**src/rtl/k_vector_loader_pkg.sv**
```systemverilog
// k_vector_loader_pkg: shared sizes and types for the K-vector load path.
//   MAX_SEQ_LENGTH : K FIFO depth, i.e. the largest number of vectors per load
//   MEM_WORD_T     : one external-memory data word
//   K_VECTOR_T     : one assembled K vector (an exact multiple of MEM_WORD_W)
package k_vector_loader_pkg;
    localparam int MAX_SEQ_LENGTH = 8;
    localparam int MEM_WORD_W     = 64;
    localparam int K_VECTOR_W     = 256;
    typedef logic [MEM_WORD_W-1:0] MEM_WORD_T;
    typedef logic [K_VECTOR_W-1:0] K_VECTOR_T;
endpackage

```
**src/rtl/k_vector_loader_if.sv**
```systemverilog
// k_vector_loader_if: command, memory-read and K-FIFO write bundle of the loader.
//   command : start, base_addr, seq_len -> busy, done
//   mem read: mem_req_valid/addr -> mem_req_ready; mem_resp_valid/data (in order, no backpressure)
//   K FIFO  : write_enable/write_data -> sram_ready
//   master = loader side, slave = controller/memory/FIFO side
interface k_vector_loader_if
    import k_vector_loader_pkg::*;
#(
    parameter int ADDR_W = 32,
    parameter int LEN_W  = $clog2(MAX_SEQ_LENGTH) + 1
);
    logic              start;
    logic [ADDR_W-1:0] base_addr;
    logic [LEN_W-1:0]  seq_len;
    logic              busy;
    logic              done;
    logic              mem_req_valid;
    logic [ADDR_W-1:0] mem_req_addr;
    logic              mem_req_ready;
    logic              mem_resp_valid;
    MEM_WORD_T         mem_resp_data;
    logic              write_enable;
    K_VECTOR_T         write_data;
    logic              sram_ready;

    modport master (
        input  start, base_addr, seq_len, mem_req_ready, mem_resp_valid, mem_resp_data, sram_ready,
        output busy, done, mem_req_valid, mem_req_addr, write_enable, write_data
    );
    modport slave (
        output start, base_addr, seq_len, mem_req_ready, mem_resp_valid, mem_resp_data, sram_ready,
        input  busy, done, mem_req_valid, mem_req_addr, write_enable, write_data
    );
endinterface

```
**src/rtl/k_vector_loader.sv**
```systemverilog
// k_vector_loader: fetches seq_len K vectors word by word from memory and pushes each into the K FIFO.
//   clk, rst : clock, synchronous active-high reset
//   io_kv    : master side of k_vector_loader_if (command, memory read port, K FIFO write port)
module k_vector_loader
    import k_vector_loader_pkg::*;
#(
    parameter int NUM_ENTRIES   = MAX_SEQ_LENGTH,
    parameter int MEM_W         = MEM_WORD_W,
    parameter int WORDS_PER_VEC = $bits(K_VECTOR_T) / MEM_W,
    parameter int ADDR_W        = 32
) (
    input  logic              clk,
    input  logic              rst,
    k_vector_loader_if.master io_kv
);
    localparam int LEN_W = $clog2(NUM_ENTRIES) + 1;
    localparam int CNT_W = $clog2(WORDS_PER_VEC) + 1;

    typedef enum logic [1:0] {IDLE, FETCH, PUSH, DONE} state_t;

    state_t            r_state, w_next;
    logic [ADDR_W-1:0] r_base;
    logic [LEN_W-1:0]  r_len, r_row, w_len;
    logic [CNT_W-1:0]  r_req_cnt, r_resp_cnt;
    K_VECTOR_T         r_vec;
    logic              w_start, w_req_fire, w_resp, w_last_resp, w_push, w_last_row;

    assign w_len       = (io_kv.seq_len > LEN_W'(NUM_ENTRIES)) ? LEN_W'(NUM_ENTRIES) : io_kv.seq_len;
    assign w_start     = r_state == IDLE && io_kv.start;
    assign w_req_fire  = io_kv.mem_req_valid && io_kv.mem_req_ready;
    // responses outside FETCH are dropped without touching any counter
    assign w_resp      = r_state == FETCH && io_kv.mem_resp_valid;
    assign w_last_resp = w_resp && r_resp_cnt == CNT_W'(WORDS_PER_VEC - 1);
    assign w_push      = r_state == PUSH && io_kv.sram_ready;
    assign w_last_row  = r_row == r_len - LEN_W'(1);

    assign io_kv.busy          = r_state != IDLE;
    assign io_kv.done          = r_state == DONE;
    // request count per vector is capped, so outstanding reads never exceed one vector
    assign io_kv.mem_req_valid = r_state == FETCH && r_req_cnt < CNT_W'(WORDS_PER_VEC);
    assign io_kv.mem_req_addr  = (r_state == FETCH)
                               ? r_base + ADDR_W'(r_row) * ADDR_W'(WORDS_PER_VEC) + ADDR_W'(r_req_cnt)
                               : '0;
    assign io_kv.write_enable  = r_state == PUSH;
    assign io_kv.write_data    = r_vec;

    always_ff @(posedge clk) begin
        if (rst) r_state <= IDLE;
        else     r_state <= w_next;
    end

    always_comb begin
        w_next = r_state;
        case (r_state)
            IDLE:    w_next = w_start ? ((w_len == '0) ? DONE : FETCH) : IDLE;
            FETCH:   w_next = w_last_resp ? PUSH : FETCH;
            PUSH:    w_next = w_push ? (w_last_row ? DONE : FETCH) : PUSH;
            default: w_next = IDLE;
        endcase
    end

    // start, push and fetch activity are mutually exclusive by state
    always_ff @(posedge clk) begin
        if (rst) begin
            r_base     <= '0;
            r_len      <= '0;
            r_row      <= '0;
            r_req_cnt  <= '0;
            r_resp_cnt <= '0;
            r_vec      <= '0;
        end else if (w_start) begin
            r_base     <= io_kv.base_addr;
            r_len      <= w_len;
            r_row      <= '0;
            r_req_cnt  <= '0;
            r_resp_cnt <= '0;
        end else if (w_push && !w_last_row) begin
            r_row      <= r_row + 1'b1;
            r_req_cnt  <= '0;
            r_resp_cnt <= '0;
        end else begin
            if (w_req_fire) r_req_cnt <= r_req_cnt + 1'b1;
            if (w_resp) begin
                r_resp_cnt <= r_resp_cnt + 1'b1;
                for (int i = 0; i < WORDS_PER_VEC; i++)
                    if (r_resp_cnt == CNT_W'(i)) r_vec[i*MEM_W +: MEM_W] <= io_kv.mem_resp_data;
            end
        end
    end
endmodule
```
**src/flat_wrapper.sv**
```systemverilog
// flat-port wrapper written by rule: the top's interface ports become plain ports
module k_vector_loader_flat import k_vector_loader_pkg::*;
#(
    parameter int NUM_ENTRIES   = MAX_SEQ_LENGTH,
    parameter int MEM_W         = MEM_WORD_W,
    parameter int WORDS_PER_VEC = $bits(K_VECTOR_T) / MEM_W,
    parameter int ADDR_W        = 32
)
  (clk, rst, io_kv_start, io_kv_base_addr, io_kv_seq_len, io_kv_mem_req_ready, io_kv_mem_resp_valid, io_kv_mem_resp_data, io_kv_sram_ready, io_kv_busy, io_kv_done, io_kv_mem_req_valid, io_kv_mem_req_addr, io_kv_write_enable, io_kv_write_data);
  k_vector_loader_if #(.ADDR_W(ADDR_W)) io_kv_i ();
  input  logic clk;
  input  logic rst;
  input wire logic [$bits(io_kv_i.start)-1:0] io_kv_start;
  input wire logic [$bits(io_kv_i.base_addr)-1:0] io_kv_base_addr;
  input wire logic [$bits(io_kv_i.seq_len)-1:0] io_kv_seq_len;
  input wire logic [$bits(io_kv_i.mem_req_ready)-1:0] io_kv_mem_req_ready;
  input wire logic [$bits(io_kv_i.mem_resp_valid)-1:0] io_kv_mem_resp_valid;
  input wire logic [$bits(io_kv_i.mem_resp_data)-1:0] io_kv_mem_resp_data;
  input wire logic [$bits(io_kv_i.sram_ready)-1:0] io_kv_sram_ready;
  output wire logic [$bits(io_kv_i.busy)-1:0] io_kv_busy;
  output wire logic [$bits(io_kv_i.done)-1:0] io_kv_done;
  output wire logic [$bits(io_kv_i.mem_req_valid)-1:0] io_kv_mem_req_valid;
  output wire logic [$bits(io_kv_i.mem_req_addr)-1:0] io_kv_mem_req_addr;
  output wire logic [$bits(io_kv_i.write_enable)-1:0] io_kv_write_enable;
  output wire logic [$bits(io_kv_i.write_data)-1:0] io_kv_write_data;
  assign io_kv_i.start = io_kv_start;
  assign io_kv_i.base_addr = io_kv_base_addr;
  assign io_kv_i.seq_len = io_kv_seq_len;
  assign io_kv_i.mem_req_ready = io_kv_mem_req_ready;
  assign io_kv_i.mem_resp_valid = io_kv_mem_resp_valid;
  assign io_kv_i.mem_resp_data = io_kv_mem_resp_data;
  assign io_kv_i.sram_ready = io_kv_sram_ready;
  assign io_kv_busy = io_kv_i.busy;
  assign io_kv_done = io_kv_i.done;
  assign io_kv_mem_req_valid = io_kv_i.mem_req_valid;
  assign io_kv_mem_req_addr = io_kv_i.mem_req_addr;
  assign io_kv_write_enable = io_kv_i.write_enable;
  assign io_kv_write_data = io_kv_i.write_data;
  k_vector_loader #(.NUM_ENTRIES(NUM_ENTRIES), .MEM_W(MEM_W), .WORDS_PER_VEC(WORDS_PER_VEC), .ADDR_W(ADDR_W)) u_core (.clk(clk), .rst(rst), .io_kv(io_kv_i));
endmodule
```
**config.mk**
```make
export PLATFORM = sky130hd
export DESIGN_NAME = k_vector_loader_flat
export DESIGN_NICKNAME = d
export VERILOG_FILES = /design/src/rtl/k_vector_loader_pkg.sv /design/src/rtl/k_vector_loader_if.sv /design/src/rtl/k_vector_loader.sv /design/src/flat_wrapper.sv
export SDC_FILE = /design/constraint.sdc
export NUM_CORES = 1
export LEC_CHECK = 0
export ABC_AREA = 1
export CAP_MARGIN = 20
export CORE_MARGIN = 4
export CORE_UTILIZATION = 43
export CTS_BUF_LIST = sky130_fd_sc_hd__clkbuf_8
export DETAILED_ROUTE_END_ITERATION = 10
export PLACE_DENSITY_LB_ADDON = 0.25
export SLEW_MARGIN = 20
export SYNTH_ARGS = -nofsm -noshare
export SYNTH_HDL_FRONTEND = slang
export SYNTH_SLANG_ARGS = --single-unit
```
**constraint.sdc**
```tcl
create_clock -name clk -period 2.45 [get_ports clk]
set_input_delay 0.3675 -clock clk [delete_from_list [all_inputs] [get_ports clk]]
set_output_delay 0.3675 -clock clk [all_outputs]
set_load 0.01 [all_outputs]
```
== Word-level counts from Yosys, hierarchy flattened ==
Index checks and enable logic that the tools add are counted.

* Input bits: 106
* Flip-flop bits (word level): 304
* Logic and storage cells: 53

* Equality and inequality tests: 7
* Order comparisons: 2
* Reductions and logical operators: 18
* Add/sub/neg operators: 6
* Muxes and demuxes: 8
* Bitwise logic cells: 2

{| class="wikitable"
|+ Operators by type and width
! operator !! number
|-
| 32-bit by 3-bit adder with 32-bit output || 1
|-
| 32-bit by 6-bit adder with 32-bit output || 1
|-
| 32-bit two-way mux || 1
|-
| 4-bit AND reduction || 4
|-
| 2-bit two-way mux || 5
|-
| 1-bit logical AND || 7
|-
| 3-bit by 1-bit adder with 3-bit output (second input constant) || 2
|-
| 3-bit by 2-bit == test with 1-bit output (second input constant) || 2
|-
| 2-bit case mux with 3 select lines || 1
|-
| 4-bit by 1-bit adder with 4-bit output (second input constant) || 1
|-
| 2-bit == test (second input constant) || 2
|-
| 4-bit == test || 1
|-
| 4-bit > comparator (second input constant) || 1
|-
| 4-bit logical NOT || 1
|-
| 4-bit two-way mux || 1
|-
| 4-bit by 1-bit subtractor with 4-bit output (second input constant) || 1
|-
| 3-bit by 1-bit == test with 1-bit output (second input constant) || 1
|-
| 3-bit logical NOT || 1
|-
| 3-bit < comparator (second input constant) || 1
|-
| 3-bit OR reduction || 1
|-
| 2-bit by 1-bit == test with 1-bit output (second input constant) || 1
|-
| 2-bit logical NOT || 1
|-
| 1-bit inverter || 2
|-
| 2-bit nonzero test || 1
|-
| 2 further kinds || 2
|}

== Logic depth before layout (Yosys ltp) ==
* Depth after elaboration: 6
* Mapped depth: 14
* Depth with buffers taken out: 14

== Worst setup path before layout ==
Ideal clock, no wire load.

* Kind: reg-to-output
* Start point: register u_core.r_row[0]
* End point: output io_kv_mem_req_addr[15]
* Slack: -0.169 ns
* Arrival time: 2.251 ns
* Stages on the path, launching flop included: 11
* Cells stage by stage: dfxtp_1 -> inv_1 -> fa_1 -> inv_1 -> fa_1 -> nand2_1 -> nand3_1 -> nand3_1 -> nand2_1 -> and3_1 -> nor3_1

* Longest elaborated chain between the ends: 3

{| class="wikitable"
|+ Ends and longest elaborated chain
! item !! RTL line !! text
|-
| start, declared || k_vector_loader.sv:23 || <nowiki>logic [LEN_W-1:0] r_len, r_row, w_len;</nowiki>
|-
| start signal, assigned || k_vector_loader.sv:78 || <nowiki>r_row <= r_row + 1'b1;</nowiki>
|-
| 32-bit by 6-bit adder with 32-bit output || k_vector_loader.sv:42 || <nowiki>? r_base + ADDR_W'(r_row) * ADDR_W'(WORDS_PER_VEC) + ADDR_W'(r_req_cnt)</nowiki>
|-
| 32-bit by 3-bit adder with 32-bit output || k_vector_loader.sv:42 ||
|-
| 32-bit two-way mux || k_vector_loader.sv:42 ||
|-
| end, declared || flat_wrapper.sv:23 || <nowiki>output wire logic [$bits(io_kv_i.mem_req_addr)-1:0] io_kv_mem_req_addr;</nowiki>
|}

No other way between the ends.

== Worst setup path after layout ==
* Start point: register u_core.r_req_cnt[2]
* End point: output io_kv_mem_req_addr[23]

* Longest elaborated chain between the ends: 2

{| class="wikitable"
|+ Ends and longest elaborated chain
! item !! RTL line !! text
|-
| start, declared || k_vector_loader.sv:24 || <nowiki>logic [CNT_W-1:0] r_req_cnt, r_resp_cnt;</nowiki>
|-
| start signal, assigned || k_vector_loader.sv:82 || <nowiki>if (w_req_fire) r_req_cnt <= r_req_cnt + 1'b1;</nowiki>
|-
| 32-bit by 3-bit adder with 32-bit output || k_vector_loader.sv:42 ||
|-
| 32-bit two-way mux || k_vector_loader.sv:42 ||
|}

No other way between the ends.

==> out/results.tsv <==
metric	value	unit
status	finished, violations left	
failing checks	negative setup slack	
fillers	2467	
worst hold start	io_kv_base_addr[1]	
Die Y	176	um
DRC errors left	0	
H-Tree Depth	2	
Worst-Margin Slew	0.509	ns
total track usage	0.259	
fin area	17600	sq um
CP Capture Type	output port	
Hold Vio Cnt, Final	0	
DP HPWL	29000	um
CTS Hold Bufs	0	
total of warnings raised by yosys	0	
Avg Vias per Cell	5.00	
Cell Rows	61	
Final Power	10600	uW
initial antenna violation count	1	
Routability Congestion	0.901	
Syn Area/Cell	7.42	sq um
vias in the first global route	11900	
Yosys reg bits	304	
clock root cell	clkbuf_8	
Tcrit/Tclk final	1.29	
CP Launch Type	flip-flop	
DP Worst Slack	-0.644	ns
Compound-Gate Fraction of Synth Area	0.140	
Final Util	0.635	
Final #Nets	2167	
FF-to-FF path depth	9	
worst-path fanout max	5	
ANT nets after route	0	
largest family of logic cells by synthesized area	simple AND/OR/NAND/NOR gates	
Critical Path RT	2.08	ns
multiplexer share of the synthesized area	0.000928	
maximum vdd drop	0.509	mV
# IOs	398	
simple logic cell fraction of the synthesized area	0.255	
CTS tree	built	
Post-Syn Instances	1635	
TritonCTS Buffers	50	
Slowest cell on crit path	fa_1	
DR iter-0 viols	777	
die area	31000	sq um
Post-Route WL	41900	um
post-synthesis cell type count	31	
clk sink count	304	
Clock Latency Late Sink	0.57	ns
Pleak	0.00714	uW
xor-xnor portion of the synthesized cell area	0.00722	
final slew viol count	0	
largest net degree at the start of global routing	66	
Routed WL per cell	17.1	um
Area Overhead vs Synth	45.3	%
Reg clk slew, reported paths	0.06	ns
crit path time final	3.15	ns
max-cap violations	0	
critical path arrival	2.78	ns
Setup crit start	u_core.r_req_cnt[2]	
CP Class	reg -> out	
RR Startpoint	u_core.r_state[0]	
Synth Cell Area	12100	sq um
Fmax	317	MHz
Slew headroom	0.660	
global route overflow	0	
Async SR Flop Fraction	0	
EDFF count, synth	0	
post-synthesis adder-cell area fraction	0.0229	
sequence of cells on the critical path	inv_2 -> fa_1 -> inv_2 -> fa_2 -> nand2_1 -> nand3_2 -> nand3_4 -> nand2_8 -> nand3_2 -> xor2_1 -> nor2_1 -> buf_2	
main flop type after synthesis	dfxtp_1	
Max stage delay on crit path	0.55	ns
die width	176	um
DP Area	16500	sq um
Setup-failing EPs final	30	
fraction of the yosys area taken by sequential cells	0.502	
skew final	0.0348	ns
RSZ-0062 raised after global routing	true	
global-route wire length before repair	64900	um
setup ws final	-0.701	ns
Hold Path Cell Cnt	3	
core area	27800	sq um
power per cell area	602	nW/um^2
Port Buffers	397	
detailed-route via count	12200	
Synth Net Count	1762	
share of cells above drive strength 1	0.108	
Max Root-Sink Buffers	3	
Hold WC Path Type	in -> reg	
detailed-router iteration count before antenna repair	5	
Initial Util	0.437	
final cells by class:
cell class,count,area (sq um),share of cell area
multi-input cells,1165,5470,0.310
diodes,1,2.50,0.000142
flip-flops and latches,304,6090,0.345
repair buffers,447,4360,0.247
well taps,378,473,0.0268
clock inverters,24,130,0.00738
inverters,72,278,0.0157
clock buffers,60,826,0.0468
metal layers:
layer  vias up  global-route usage  wire length [um]
met5         -                   0                 0
met4         0              0.0874              1280
met3        80              0.0585              3040
met2       474               0.447             20200
met1      5638               0.321             17400
li1       6057                   -                 -
power breakdown:
group / leakage [uW] / switching, uW / total, uW / internal (uW)
registers: 0.00247 / 108 / 5200 / 5090
clock network: 0.000561 / 1970 / 4270 / 2300
logic: 0.00412 / 615 / 1150 / 537
layout by cell type, fill, tap and decap left out, types with 27 or more instances in the layout:
| master | instances |
|---|---|
| clkdlybuf4s50_1 | 365 |
| a21oi_1 | 29 |
| nand2_1 | 99 |
| dfxtp_1 | 301 |
| nor2_1 | 611 |
| clkbuf_8 | 60 |
| buf_2 | 30 |
| o21ai_0 | 113 |
| nand3_1 | 27 |
| buf_4 | 32 |
| o21ai_1 | 182 |
| inv_1 | 79 |
cell families (layout without fill, tap and decap cells):
logic type	after synthesis	after routing
compound gates	338	338
xor+xnor	10	10
fa+ha+maj	21	21
buf+inv	167	603
flops	304	304
mux	1	1
other cells	0	1
simple gates	794	795
registers in the layout, summed over array words and instances (netlist names):
name and flops:
u_core.io_kv.write_data 256, u_core.r_base 32, u_core.r_len 4, u_core.r_row 4, u_core.r_req_cnt 3, u_core.r_resp_cnt 3
u_core.r_state 2
worst max-delay path, delay by kind of cell (launching register included):
| kind | cells | cell delay, ns |
|---|---|---|
| adder cells (fa/ha/maj) | 2 | 0.90 |
| XOR/XNOR | 1 | 0.17 |
| buffers and inverters | 3 | 0.24 |
| AND/OR/NAND/NOR | 6 | 0.58 |
| flip-flops | 1 | 0.33 |
worst paths after layout:
kind	end	slack (ns)
setup / recovery	io_kv_mem_req_addr[23]	-0.70
setup reg to reg	u_core.io_kv.write_data[109]	0.53
hold reg to reg	u_core.io_kv.write_data[32]	0.48
hold / removal	u_core.r_base[1]	0.41
through the flow:
stage,std cells,TNS [ns],hold slack [ns]
3_5_place_dp,2360,-14.91,0.469
2_1_floorplan,1635,0,0.437
5_1_grt,2451,-20.53,0.399
6_report,2451,-16.92,0.409
4_1_cts,2449,-17.03,0.373
3_3_place_gp,2360,-13.63,0.462
Yosys cell counts, drive strengths merged, types with 2 or more instances:
cell type | instances | area (sq um)
a21oi | 35 | 175
and2 | 3 | 18.8
and3 | 2 | 12.5
buf | 53 | 453
clkbuf | 42 | 158
dfxtp | 304 | 6090
fa | 2 | 40.0
ha | 19 | 238
inv | 72 | 270
nand2 | 120 | 460
nand3 | 37 | 185
nand4 | 5 | 31.3
nor2 | 620 | 2340
nor3 | 4 | 20.0
o21ai | 301 | 1510
xor2 | 9 | 78.8
repair_timing:
item	4_1_cts	5_1_grt
resized for setup	179	24
pin swaps	22	19
gates cloned	1	0
endpoints found under the setup margin	32	31
setup buffers	4	4
(Power assumes the default switching activity.)
